**config.mk**
```make
export PLATFORM = sky130hd
export DESIGN_NAME = btb_update_queue
export DESIGN_NICKNAME = d
export VERILOG_FILES = /design/src/rtl/btb_update_queue.sv
export SDC_FILE = /design/constraint.sdc
export NUM_CORES = 1
export LEC_CHECK = 0
export CAP_MARGIN = 25
export CORE_MARGIN = 2
export CORE_UTILIZATION = 55
export CTS_CLUSTER_SIZE = 40
export DETAILED_ROUTE_END_ITERATION = 8
export PLACE_DENSITY = 0.71
export SYNTH_ARGS = -nofsm -noshare
export SYNTH_HDL_FRONTEND = slang
export SYNTH_SLANG_ARGS = --single-unit
```
**constraint.sdc**
```tcl
create_clock -name clk -period 4.7 [get_ports clk]
set_clock_uncertainty 0.05 [all_clocks]
set_input_delay 1.175 -clock clk [delete_from_list [all_inputs] [get_ports clk]]
set_output_delay 1.175 -clock clk [all_outputs]
set_load 0.05 [all_outputs]
```
**src/rtl/btb_update_queue.sv**
```systemverilog
// btb_update_queue: classifies resolved-branch reports into target writes or
// entry invalidations, queues them, and issues up to one write plus one
// invalidation per cycle to the branch target buffer.
module btb_update_queue #(
  parameter int PC_BITS = 32,
  parameter int SIZE    = 1024,
  parameter int DEPTH   = 8
) (
  input  logic                     clk,
  input  logic                     rst_n,
  input  logic                     flush,
  input  logic                     res_valid,
  output logic                     res_ready,
  input  logic [PC_BITS-1:0]       res_pc,
  input  logic [PC_BITS-1:0]       res_target,
  input  logic                     res_taken,
  input  logic                     res_btb_hit,
  input  logic [PC_BITS-1:0]       res_pred_target,
  input  logic                     hold,
  output logic                     Wr_En,
  output logic [PC_BITS-1:0]       Orig_PC,
  output logic [PC_BITS-1:0]       Target_PC,
  output logic                     invalidate,
  output logic [PC_BITS-1:0]       pc_invalid,
  output logic [$clog2(DEPTH):0]   occupancy
);

  localparam int SEL_BITS = $clog2(SIZE);
  localparam int PTR_W    = $clog2(DEPTH);
  localparam int OCC_W    = PTR_W + 1;

  // Entry type encoding: a set bit means target write, clear means invalidate.
  localparam logic T_WR  = 1'b1;
  localparam logic T_INV = 1'b0;

  // Queue storage and bookkeeping
  logic               r_type [DEPTH];
  logic [PC_BITS-1:0] r_pc   [DEPTH];
  logic [PC_BITS-1:0] r_tgt  [DEPTH];
  logic [PTR_W-1:0]   r_rd_ptr;
  logic [PTR_W-1:0]   r_wr_ptr;
  logic [OCC_W-1:0]   r_occ;

  // Combinational decode
  logic               w_is_wr;
  logic               w_is_inv;
  logic               w_push;
  logic               w_full;
  logic               w_issue_en;
  logic               w_pair;
  logic [1:0]         w_issue_cnt;
  logic [PTR_W-1:0]   w_next_ptr;
  logic               w_head_type;
  logic               w_next_type;
  logic [PC_BITS-1:0] w_head_pc;
  logic [PC_BITS-1:0] w_next_pc;
  logic [PC_BITS-1:0] w_head_tgt;
  logic [PC_BITS-1:0] w_next_tgt;

  // Classify the incoming report; anything that is neither is a no-op.
  always_comb begin
    w_is_wr  = res_taken & (~res_btb_hit | (res_pred_target != res_target));
    w_is_inv = ~res_taken & res_btb_hit;
  end

  // Decide how many head entries issue this cycle, pairing opposite types on distinct lines.
  always_comb begin
    w_next_ptr  = r_rd_ptr + PTR_W'(1);
    w_head_type = r_type[r_rd_ptr];
    w_next_type = r_type[w_next_ptr];
    w_head_pc   = r_pc[r_rd_ptr];
    w_next_pc   = r_pc[w_next_ptr];
    w_head_tgt  = r_tgt[r_rd_ptr];
    w_next_tgt  = r_tgt[w_next_ptr];
    w_issue_en  = ~hold & ~flush & (r_occ != {OCC_W{1'b0}});
    w_pair      = w_issue_en
                & (r_occ >= OCC_W'(2))
                & (w_head_type != w_next_type)
                & (w_head_pc[SEL_BITS:1] != w_next_pc[SEL_BITS:1]);
    if (w_pair) begin
      w_issue_cnt = 2'd2;
    end else if (w_issue_en) begin
      w_issue_cnt = 2'd1;
    end else begin
      w_issue_cnt = 2'd0;
    end
  end

  // Backpressure: a same-cycle pop frees a slot; flush always reports ready.
  always_comb begin
    w_full    = (r_occ == OCC_W'(DEPTH));
    res_ready = ~w_full | (w_issue_cnt != 2'd0) | flush;
    w_push    = res_valid & res_ready & ~flush & (w_is_wr | w_is_inv);
  end

  // Drive buffer ports from the head (and paired head+1); idle buses stay 0.
  always_comb begin
    Wr_En      = 1'b0;
    Orig_PC    = {PC_BITS{1'b0}};
    Target_PC  = {PC_BITS{1'b0}};
    invalidate = 1'b0;
    pc_invalid = {PC_BITS{1'b0}};
    if (w_issue_en) begin
      if (w_head_type == T_WR) begin
        Wr_En     = 1'b1;
        Orig_PC   = w_head_pc;
        Target_PC = w_head_tgt;
        if (w_pair) begin
          invalidate = 1'b1;
          pc_invalid = w_next_pc;
        end else begin
          invalidate = 1'b0;
        end
      end else begin
        invalidate = 1'b1;
        pc_invalid = w_head_pc;
        if (w_pair) begin
          Wr_En     = 1'b1;
          Orig_PC   = w_next_pc;
          Target_PC = w_next_tgt;
        end else begin
          Wr_En = 1'b0;
        end
      end
    end else begin
      Wr_En = 1'b0;
    end
  end

  assign occupancy = r_occ;

  // Queue storage: write the accepted action at the tail. When full with a pop,
  // the tail equals the head being retired, so the slot is free at this edge.
  always_ff @(posedge clk or negedge rst_n) begin
    if (!rst_n) begin
      for (int i = 0; i < DEPTH; i++) begin
        r_type[i] <= T_INV;
        r_pc[i]   <= {PC_BITS{1'b0}};
        r_tgt[i]  <= {PC_BITS{1'b0}};
      end
    end else if (w_push) begin
      r_type[r_wr_ptr] <= w_is_wr ? T_WR : T_INV;
      r_pc[r_wr_ptr]   <= res_pc;
      r_tgt[r_wr_ptr]  <= w_is_wr ? res_target : {PC_BITS{1'b0}};
    end
  end

  // Pointer and occupancy update; flush empties the queue at the edge.
  always_ff @(posedge clk or negedge rst_n) begin
    if (!rst_n) begin
      r_rd_ptr <= {PTR_W{1'b0}};
      r_wr_ptr <= {PTR_W{1'b0}};
      r_occ    <= {OCC_W{1'b0}};
    end else if (flush) begin
      r_rd_ptr <= {PTR_W{1'b0}};
      r_wr_ptr <= {PTR_W{1'b0}};
      r_occ    <= {OCC_W{1'b0}};
    end else begin
      r_rd_ptr <= r_rd_ptr + PTR_W'(w_issue_cnt);
      r_wr_ptr <= r_wr_ptr + PTR_W'(w_push);
      r_occ    <= r_occ + OCC_W'(w_push) - OCC_W'(w_issue_cnt);
    end
  end

endmodule

```
==> results.json <==
{
  "synthArstFlopShare_pct": 100,
  "grt_start_max_net_pins": 112,
  "die_h_um": 238,
  "clkTransAtPathRegs_ns": 0.06,
  "io_buffers": 205,
  "yosys_warnings": 0,
  "tightest_slew_ns": 1.16,
  "synth_area_leaders": "dfrtp_1, mux4_2, mux2_2",
  "rrSetupSlack_ns": 0.09,
  "ctsHtreeMaxLevel": 2,
  "intPower_mw": 10.4,
  "antenna_found_initial": 3,
  "synth_area_per_cell_um2": 11.6,
  "cp.arrival_ns": 4.05,
  "cap_violations": 0,
  "cts_made_buffers": 57,
  "post_route_cells_drive_above_1_share_pct": 35.6,
  "clk_path_buf_depth": 3,
  "final_cell_area_um2": 37200,
  "status": "complete, but fails checks",
  "viasPerCell": 6.55,
  "synth_edf_count": 0,
  "synth_most_common_cell": "nand2_1",
  "hpwl_mm": 56.8,
  "worstSkewPairLatency_ns": 0.63,
  "preCtsSetupSlack_ns": -0.271,
  "finalCriticalPeriod_ns": 5.28,
  "core_um2": 54000,
  "hold_ws_ns": 0.433,
  "gp_congestion": 0.974,
  "clock-sinks": 530,
  "setup_ws_ns": -0.576,
  "swShare_pct": 34.2,
  "max_freq_ghz": 0.190,
  "diodes": 0,
  "path_buf_inv": 7,
  "reg2reg_from": "r_rd_ptr[0]",
  "grt_pass1_wl_mm": 140,
  "cp_slowest_cell": "mux4_2",
  "yosys.cell_types.count": 61,
  "pwr-share-comb_pct": 36.8,
  "r2r-end": "occupancy[1]",
  "syn_inst": 2589,
  "synth_seq_cells": 530,
  "seq_area_frac_synth_pct": 44.0,
  "placed_area_um2": 33600,
  "violations": "setup timing",
  "critPathLaunch": "r_rd_ptr[0]",
  "start_util_pct": 55.7,
  "ir_worst_vdd_mv": 0.337,
  "crit_path_max_incr_delay_ns": 0.59,
  "die_w_um": 238,
  "grt_overflow": 0,
  "max-slew-margin-rel_pct": 22.6,
  "seqPwrFrac_pct": 34.1,
  "cp-start-kind": "flop",
  "cpLargestDelayFamily": "buffers and inverters",
  "rr_worst_depth": 20,
  "io-pin-count": 206,
  "crit_path_end_kind": "output pin",
  "slew_viol_final": 0,
  "power.density_nw_per_um2": 425,
  "hold_violations": 0,
  "synth_top_cell_by_area": "dfrtp_1",
  "grt_pass1_vias": 24046,
  "rsz0062_at_grt": "true",
  "syn_nets": 2705,
  "drt_iter0_drc": 1868,
  "cp_cell_sequence": "ha_4 > buf_12 > buf_12 > mux4_2 > xnor2_2 > a41oi_2 > a21oi_2 > nand4b_1 > nor3_2 > buf_4 > buf_12 > clkbuf_16 > buf_12 > o22ai_4 > buf_12",
  "area_delta_synth_final_pct": 23.7,
  "netlist_area_um2": 30100,
  "first_pass_iters": 5,
  "grt_usage_pct": 31.9,
  "switching_power_mw": 5.42,
  "cts_tree": "yes",
  "synth_commonest_cells": "nand2_1, dfrtp_1, o21ai_0",
  "dominantRegCellSynth": "dfrtp_1",
  "min_period_over_period_pct": 112,
  "final_nets": 2900,
  "dieArea_um2": 56600,
  "worstSetupPathType": "reg -> out",
  "fin_util_pct": 68.9,
  "cpMostUsedCell": "buf_12",
  "wl_per_cell_um": 25.6,
  "drc_errors": 0,
  "hold_class": "in -> async",
  "drt-total-wl_mm": 90.3,
  "num_vias": 23092,
  "leakage_nw": 15.8,
  "power.total_mw": 15.8,
  "nFillCells": 3777,
  "setup_violations": 98,
  "root_buffer": "clkbuf_16",
  "placementRows": 85,
  "synth_top_area_share_pct": 44.0,
  "p_clk_share_pct": 29.1,
  "critPathRequiredTime_ns": 3.47,
  "cp_max_fo": 8,
  "ant_nets": 0
}
==> power by group through the flow <==
stage	clock network (mW)	logic, mW	registers (mW)
floorplan	0	3.69	5.34
global placement	0	5.09	5.40
detailed placement	0	5.17	5.45
CTS	4.66	5.46	5.37
global route	4.85	6.16	5.44
finish	4.61	5.83	5.40
==> worst max path at each step <==
stage | to | cells past startpoint
after detailed placement | occupancy[2] | 14
after global routing | Orig_PC[8] | 15
after CTS | pc_invalid[2] | 13
after floorplan | Wr_En | 10
after global placement | occupancy[2] | 14
final | Orig_PC[8] | 15
==> state kept, by name, indices dropped and copies added (netlist names) <==
name       flops
r_pc         256
r_tgt        256
r_type         8
occupancy      4
r_rd_ptr       3
r_wr_ptr       3
==> metrics by stage <==
| stage | instances | setup TNS, ns |
|---|---|---|
| 2_1_floorplan | 2589 | -0.270 |
| 3_5_place_dp | 3393 | -17.84 |
| 4_1_cts | 3513 | -41.54 |
| 3_3_place_gp | 3393 | -14.08 |
| 5_1_grt | 3525 | -55.24 |
| 6_report | 3525 | -47.18 |
==> layout make-up <==
type / instances / area, um^2 / share of cell area (%)
multi-input combinational: 1841 / 16800 / 45.1
sequential: 530 / 13300 / 35.6
timing repair buffer: 345 / 4360 / 11.7
clock buffer: 83 / 1700 / 4.55
tap: 696 / 871 / 2.34
clock inverter: 21 / 221 / 0.595
inverter: 9 / 35.0 / 0.0941
==> logic make-up after synthesis <==
| kind of cell | after synthesis | share of synthesized area, % |
|---|---|---|
| and+or+nand+nor | 718 | 9.59 |
| muxes | 594 | 31.7 |
| DFF | 530 | 44.0 |
| AOI/OAI and AO/OA | 448 | 8.67 |
| buffers and inverters | 218 | 3.44 |
| xor gates and xnor gates | 68 | 1.98 |
| adders and majority gates | 13 | 0.590 |
==> placed cells by master (no fill, tap or decap), drive strengths merged, types with 5 or more instances in the layout <==
master | Yosys | layout
mux2 | 277 | 277
nand4 | 5 | 5
nand2b | 5 | 5
a21oi | 41 | 41
nor4 | 9 | 9
xor2 | 39 | 39
inv | 9 | 8
o21ai | 323 | 323
clkinv | 0 | 16
mux4 | 258 | 258
o22ai | 55 | 55
xnor2 | 29 | 29
clkbuf | 95 | 97
mux2i | 59 | 59
buf | 114 | 225
ha | 11 | 11
clkdlybuf4s50 | 0 | 105
dfrtp | 530 | 530
nand2 | 652 | 652
nor2b | 11 | 11
nor2 | 18 | 18
==> repair_timing <==
item                       4_1_cts  5_1_grt
pin swaps                        8       22
hold buffers                     0        0
gates cloned                     6        4
hold endpoints to repair         0        0
setup endpoints to repair       98      101
gates resized for setup        139      119
buffers inserted                12       10
==> metal layers <==
layer  up-vias  wire length [um]  global-route usage (%)  share of wire, %
met5         -                39                       0             0.043
met4         6              3010                    11.5               3.3
met2      1033             44100                    51.9                49
li1       9808                 -                       -                 -
met3       214              7070                    6.34               7.8
met1     12031             36000                    43.2                40
==> worst register-to-register path: stages, from the launching register on <==
cell	delay, ns
dfrtp_4	0.52
ha_4	0.35
buf_12	0.14
buf_12	0.12
mux4_2	0.59
xnor2_2	0.18
a41oi_2	0.16
a21oi_2	0.15
nand4b_1	0.13
nor3_2	0.24
buf_4	0.16
buf_12	0.17
buf_8	0.15
buf_4	0.11
buf_4	0.11
o21ba_4	0.18
ha_4	0.21
inv_1	0.09
ha_4	0.15
fa_2	0.42
nor2b_1	0.14
Note: power is estimated with default switching activity, not from simulation.
